===== config.mk =====
export PLATFORM = sky130hd
export DESIGN_NAME = step_counter
export DESIGN_NICKNAME = d
export VERILOG_FILES = /design/src/rtl/step_counter.sv
export SDC_FILE = /design/constraint.sdc
export NUM_CORES = 1
export LEC_CHECK = 0
export BUFFER_PORTS_ARGS = -buffer_cell sky130_fd_sc_hd__buf_2
export CORE_ASPECT_RATIO = 0.5
export CORE_UTILIZATION = 40
export DETAILED_ROUTE_END_ITERATION = 12
export PLACE_DENSITY_LB_ADDON = 0.05
export SYNTH_ARGS = -nofsm -noshare
export SYNTH_HDL_FRONTEND = slang
export SYNTH_SLANG_ARGS = --single-unit
export TNS_END_PERCENT = 30

===== constraint.sdc =====
create_clock -name sys_clk -period 2.8 [get_ports sys_clk]
set_input_delay 0.56 -clock sys_clk [delete_from_list [all_inputs] [get_ports sys_clk]]
set_output_delay 0.56 -clock sys_clk [all_outputs]
set_load 0.02 [all_outputs]

===== src/rtl/step_counter.sv =====
// Prescaled up/down/ping-pong step counter with clear, saturating load, tick and wrap pulses.
// Ping-pong mode and its direction register exist only when STEP_COUNTER_PINGPONG_EN is defined.
module step_counter #(
  parameter int TICK_DIV = 50_000,
  parameter int CNT_W    = 8,
  parameter int CNT_MAX  = 255
) (
  input  logic             sys_clk,
  input  logic             sys_rst_n,
  input  logic             en,
  input  logic             clr,
  input  logic             load,
  input  logic [CNT_W-1:0] load_val,
  input  logic [1:0]       mode,
  output logic [CNT_W-1:0] cnt_out,
  output logic             tick,
  output logic             wrap
);

  localparam int PS_W = (TICK_DIV > 1) ? $clog2(TICK_DIV) : 1;
  localparam logic [PS_W-1:0]  PS_LAST = PS_W'(TICK_DIV - 1);
  localparam logic [CNT_W-1:0] MAX_V   = CNT_W'(CNT_MAX);

  localparam logic [1:0] MODE_UP   = 2'b00;
  localparam logic [1:0] MODE_DOWN = 2'b01;
  localparam logic [1:0] MODE_PP   = 2'b10;

  logic [PS_W-1:0]  r_ps;
  logic [CNT_W-1:0] r_cnt;
  logic             r_tick;
  logic             r_wrap;

  logic [PS_W-1:0]  w_ps_next;
  logic [CNT_W-1:0] w_cnt_next;
  logic             w_tick_next;
  logic             w_wrap_next;
  logic             w_step;
  logic [CNT_W-1:0] w_inc_val;
  logic [CNT_W-1:0] w_dec_val;
  logic [CNT_W-1:0] w_load_sat;

`ifdef STEP_COUNTER_PINGPONG_EN
  typedef enum logic {DIR_UP = 1'b0, DIR_DOWN = 1'b1} dir_t;
  dir_t r_dir;
  dir_t w_dir_next;
`endif

  assign w_step     = en && (r_ps == PS_LAST);
  assign w_inc_val  = r_cnt + 1'b1;
  assign w_dec_val  = r_cnt - 1'b1;
  assign w_load_sat = (load_val > MAX_V) ? MAX_V : load_val;

  always_comb begin
    w_ps_next   = r_ps;
    w_cnt_next  = r_cnt;
    w_tick_next = 1'b0;
    w_wrap_next = 1'b0;
`ifdef STEP_COUNTER_PINGPONG_EN
    w_dir_next  = r_dir;
`endif
    if (clr) begin
      w_ps_next  = '0;
      w_cnt_next = '0;
`ifdef STEP_COUNTER_PINGPONG_EN
      w_dir_next = DIR_UP;
`endif
    end else begin
      if (en) begin
        w_ps_next = (r_ps == PS_LAST) ? '0 : r_ps + 1'b1;
      end
      if (load) begin
        w_cnt_next = w_load_sat;
      end else if (w_step) begin
        w_tick_next = 1'b1;
        case (mode)
          MODE_DOWN: begin
            w_cnt_next  = (r_cnt == '0) ? MAX_V : w_dec_val;
            w_wrap_next = (r_cnt == '0);
          end
`ifdef STEP_COUNTER_PINGPONG_EN
          MODE_PP: begin
            // An endpoint reached in another mode reverses before moving.
            if (r_dir == DIR_UP) begin
              if (r_cnt >= MAX_V) begin
                w_cnt_next  = w_dec_val;
                w_wrap_next = (w_dec_val == '0);
                w_dir_next  = (w_dec_val == '0) ? DIR_UP : DIR_DOWN;
              end else begin
                w_cnt_next  = w_inc_val;
                w_wrap_next = (w_inc_val == MAX_V);
                w_dir_next  = (w_inc_val == MAX_V) ? DIR_DOWN : DIR_UP;
              end
            end else begin
              if (r_cnt == '0) begin
                w_cnt_next  = w_inc_val;
                w_wrap_next = (w_inc_val == MAX_V);
                w_dir_next  = (w_inc_val == MAX_V) ? DIR_DOWN : DIR_UP;
              end else begin
                w_cnt_next  = w_dec_val;
                w_wrap_next = (w_dec_val == '0);
                w_dir_next  = (w_dec_val == '0) ? DIR_UP : DIR_DOWN;
              end
            end
          end
`else
          MODE_PP: begin
            w_cnt_next  = (r_cnt >= MAX_V) ? '0 : w_inc_val;
            w_wrap_next = (r_cnt >= MAX_V);
          end
`endif
          MODE_UP: begin
            w_cnt_next  = (r_cnt >= MAX_V) ? '0 : w_inc_val;
            w_wrap_next = (r_cnt >= MAX_V);
          end
          default: begin
            w_cnt_next = r_cnt;
          end
        endcase
      end
    end
  end

  always_ff @(posedge sys_clk or negedge sys_rst_n) begin
    if (!sys_rst_n) begin
      r_ps   <= '0;
      r_cnt  <= '0;
      r_tick <= 1'b0;
      r_wrap <= 1'b0;
`ifdef STEP_COUNTER_PINGPONG_EN
      r_dir  <= DIR_UP;
`endif
    end else begin
      r_ps   <= w_ps_next;
      r_cnt  <= w_cnt_next;
      r_tick <= w_tick_next;
      r_wrap <= w_wrap_next;
`ifdef STEP_COUNTER_PINGPONG_EN
      r_dir  <= w_dir_next;
`endif
    end
  end

  assign cnt_out = r_cnt;
  assign tick    = r_tick;
  assign wrap    = r_wrap;

endmodule


Word-level counts from Yosys, hierarchy flattened
Index checks and enable logic that the tools add are counted.
- bitwise gates (word level): 0
- divide/modulo/power cells: 0
- eq/ne operators: 3
- magnitude comparators: 2
- shifts and indexed selects: 0
- reductions and logical operators: 8
- multiply operators: 0
- multiplexer cells: 17
- $add $sub $neg: 3
- operators with widths (cell ; number):
    16-bit 2-to-1 mux ; 3
    8-bit 2-to-1 mux ; 6
    16-bit by 1-bit adder with 16-bit output (second input constant) ; 1
    16-bit equality test (second input constant) ; 1
    8-bit case mux with 2 select lines ; 1
    8-bit by 1-bit adder with 8-bit output (second input constant) ; 1
    8-bit greater-or-equal comparator (second input constant) ; 1
    8-bit > comparator (second input constant) ; 1
    8-bit zero test ; 1
    8-bit by 1-bit subtractor with 8-bit output (second input constant) ; 1
    1-bit 2-to-1 mux ; 6
    4-bit nonzero test ; 1
    3-bit nonzero test ; 1
    2-bit by 1-bit equality test with 1-bit output (second input constant) ; 1
    2-bit equality test (second input constant) ; 1
    2-bit zero test ; 1
    1-bit case mux with 2 select lines ; 1
    2-bit AND reduction ; 1
    2-bit nonzero test ; 1
    2-bit OR reduction ; 1
    1-bit logical AND ; 1
- memories kept: 0
- bits in latches: 0
- register bits: 26
- bits in writable memories: 0
- bits in read-only memories: 0
- output and inout bits: 10
- input bits: 15
- word-level logic and storage cells: 37

Longest topological paths before layout
- depth in word-level cells: 6
- depth in mapped cells: 7
- depth with buffers taken out: 7

Least setup slack after synthesis
Ideal clock, no wire load.
- kind: input-to-reg
- from: in en
- to: reg r_cnt[2] (netlist: cnt_out[2])
- cell stages on the path: 5
- path slack: 0.705 ns
- arrival time: 2.000 ns
- buffers on the path: 0
- setup time: 0.096 ns
- data required time: 2.704 ns
- path through: or4bb_1 > or4_4 > o21ai_4 > a21oi_2 > nor4_2
- longest elaborated chain between the ends: 3
- ends and longest elaborated chain (item ; line ; RTL):
    start: declaration ; 10 ; input logic en,
    1-bit logical AND ; 48 ; assign w_step = en && (r_ps == PS_LAST);
    3-bit nonzero test (no line) ; -- ;
    2-bit AND reduction (no line) ; -- ;
    end signal: assignment ; 134 ; r_cnt <= w_cnt_next;
    end: declaration ; 29 ; logic [CNT_W-1:0] r_cnt;
Every way passes these cells.
A chain may end at the register's enable or synchronous reset.

Worst setup path after layout
- from: reg r_ps[0]
- to: reg r_cnt[2] (netlist: cnt_out[2])
- longest elaborated chain between the ends: 4
- ends and longest elaborated chain (item ; line ; RTL):
    start: declaration ; 28 ; logic [PS_W-1:0] r_ps;
    start signal: assignment ; 133 ; r_ps <= w_ps_next;
    16-bit equality test ; 48 ;
    1-bit logical AND ; 48 ;
    3-bit nonzero test (no line) ; -- ;
    2-bit AND reduction (no line) ; -- ;
Every way passes these cells.

==> flow_metrics.py <==
metrics = {
    "route": {
        "ant_nets": 0,
        "routedWlPerCell_um": 15.3,
        "routed_wl_mm": 4.31,
        "vias": 1668,
        "first_iter_violations": 31,
        "met2_length_mm": 1.91,
        "wl_met1_mm": 2.19,
        "wl_met3_um": 197,
        "vias_per_cell": 5.94,
        "dr.pass1.iters": 4,
        "drc": 0,
        "dr.max_layer_used": "met4",
    },
    "placement": {
        "globalplace.congestion": 0.827,
        "port_buffers": 24,
        "post-dp-hpwl_mm": 3.13,
    },
    "worst_setup_path": {
        "critPathMaxStageDelay_ns": 0.66,
        "crit_start": "r_ps[0]$_DFFE_PN0P_",
        "critPathCaptureType": "register",
        "crit_type": "reg2reg",
        "path_delay_family": "simple AND/OR/NAND/NOR gates",
        "path_cells": "ha_1 -> nand4_1 -> or4_4 -> o21ai_4 -> a21oi_2 -> nor4_2",
        "path_buf_inv": 0,
        "start_kind": "register",
        "cp.arrival_ns": 2.43,
        "critPathSlowestCell": "or4_4",
        "r2r_start": "r_ps[0]$_DFFE_PN0P_",
        "crit_path_max_fanout": 6,
        "cp.required_ns": 3.00,
    },
    "clocking": {
        "clkTransAtPathRegs_ns": 0.10,
        "postCtsSetupBuffers": 0,
        "cts_root_buf": "clkbuf_8",
        "cts.sinks": 26,
        "htree_levels": 1,
        "cts_max_path_buffers": 2,
        "hold_buffers": 0,
        "cts_tree": "built",
        "cts_inserted_buffers": 3,
        "clock_latency_ns": 0.28,
        "cts_resized": 0,
    },
    "floorplan": {
        "core.rowCount": 16,
        "start_util": 0.435,
        "die_h_um": 49.1,
        "die_area_mm2": 0.00473,
        "coreArea_mm2": 0.00408,
        "die_w_um": 96.3,
        "ios": 25,
    },
    "synthesis": {
        "synthCells": 205,
        "async_flop_share": 1.00,
        "postSynthAreaPerCell_um2": 8.67,
        "synth_area_mm2": 0.00178,
        "synth_nets": 224,
        "ys_types": 52,
        "synthFlopType": "dfrtp_1",
        "synth_area_leaders": "dfrtp_1, nor2_1, a21oi_1",
        "ys_seq_area_frac": 0.366,
        "ys_seq_elements": 26,
        "synth_edf_count": 0,
        "yosysTopAreaCell": "dfrtp_1",
        "synth.top_cell.area_share": 0.366,
        "yosysWarnings": 0,
    },
    "power_and_ir_drop": {
        "seq_power_share": 0.472,
        "p_int_mw": 0.636,
        "leakagePower_nw": 0.839,
        "swShare": 0.276,
        "power_frac_clock": 0.363,
        "powerDensity_mw_per_mm2": 434,
        "ir_drop_mv": 0.213,
        "p_sw_mw": 0.242,
        "comb_power_share": 0.165,
    },
    "cells_and_area": {
        "antenna_cells": 0,
        "syn_to_final_growth_pct": 13.9,
        "drive_above_1_share": 0.189,
        "final_common_cell": "dfrtp_1",
        "layout_common_cells": "dfrtp_1, buf_2, nor2_1, a21oi_1, nand3_1",
        "fin_nets": 247,
        "fillers": 396,
        "final_core_utilization": 0.495,
    },
    "timing": {
        "drv_slew": 0,
        "relSlewSlack": 0.556,
        "setup-tns-final_ns": 0,
        "tightest_slew_ns": 0.661,
        "min_period_over_period": 0.798,
        "fmax_mhz": 447,
        "period_minus_slack_ns": 2.23,
        "finalHoldViolCount": 0,
        "rsz0062_at_grt": "no",
        "setup_violations": 0,
        "clock_skew_ns": 0.0119,
    },
    "grt": {
        "grt_overflow_total": 0,
        "grt_usage": 0.198,
        "grt_pass1_vias": 1530,
        "grt_pass1_wl_mm": 7.25,
        "antenna_found_initial": 0,
        "grt_max_degree": 27,
    },
    "min_path": {
        "hp-class": "in2async",
    },
    "status": {
        "outcome": "finished clean",
    },
    "job": {
        "cap_violations": 0,
    },
}
## sequential cells by signal (all words and copies together), names as in the netlist
| name | cells |
|---|---|
| r_ps | 16 |
| wrap | 1 |
| tick | 1 |
| cnt_out | 8 |
## stage by stage
step,std cells,setup WS (ns),power [mW],instance area [um^2],hold slack [ns]
final,281,0.565,0.878,2020,0.269
after global routing,281,0.314,0.930,2020,0.329
after CTS,281,0.529,0.891,2020,0.297
after detailed placement,277,0.440,0.566,1950,0.536
after global placement,277,0.471,0.564,1950,0.519
after floorplan,205,0.705,0.515,1780,0.264
## worst paths after layout
check	to	slack [ns]	cells past startpoint
setup / recovery	cnt_out[2]$_DFFE_PN0P_	0.57	6
hold / removal	cnt_out[7]$_DFFE_PN0P_	0.27	1
setup reg to reg	cnt_out[2]$_DFFE_PN0P_	0.57	6
hold reg to reg	r_ps[14]$_DFFE_PN0P_	0.56	1
max in group asynchronous	r_ps[2]$_DFFE_PN0P_	2.12	1
min in group sys_clk	cnt_out[5]$_DFFE_PN0P_	0.52	3
## cells in the mapped netlist (3+ instances only)
cell type and n:
o21ai_0 9, nor4_1 5, clkbuf_1 8, inv_1 7, ha_1 4, nor3_1 10
xor2_1 5, nand2b_1 4, xnor2_1 6, nand4_1 6, nor3b_1 3, nor2_1 23
dfrtp_1 26, and2_1 3, nand3_1 12, a31oi_1 5, a21oi_1 13, o211ai_1 4
nand2_1 8
## layout make-up
cell class | count | area [um^2] | area share
clock buffer | 3 | 41.3 | 0.0204
multi-input combinational | 162 | 1060 | 0.524
inverter | 8 | 30.0 | 0.0148
timing repair buffer | 27 | 143 | 0.0705
tap | 54 | 67.6 | 0.0334
clock inverter | 1 | 30.0 | 0.0148
sequential | 26 | 651 | 0.322
## per-layer routing
layer,vias up,track usage
li1,816,-
met1,811,0.282
met2,39,0.309
met3,2,0.0467
met4,0,0.0348
met5,-,0
## worst register-to-register path: stages (launching register included)
cell,delay [ns]
dfrtp_1,0.41
ha_1,0.24
nand4_1,0.30
or4_4,0.67
o21ai_4,0.24
a21oi_2,0.08
nor4_2,0.23
## kinds of logic (layout without fill, tap and decap cells)
group	Yosys count	in the layout	synth area share
simple gates	92	92	0.299
compound gates	51	51	0.192
flops	26	26	0.366
buf+inv	17	39	0.0366
xor+xnor	11	11	0.0542
fa+ha+maj	4	4	0.0282
mux	4	4	0.0239
## power by group through the flow
stage | Sequential [mW] | Clock (mW) | Combinational (mW)
2_1_floorplan | 0.421 | 0 | 0.0944
3_3_place_gp | 0.421 | 0 | 0.144
3_5_place_dp | 0.421 | 0 | 0.145
4_1_cts | 0.414 | 0.331 | 0.146
5_1_grt | 0.417 | 0.350 | 0.162
6_report | 0.414 | 0.319 | 0.145
(Power assumes the default switching activity.)
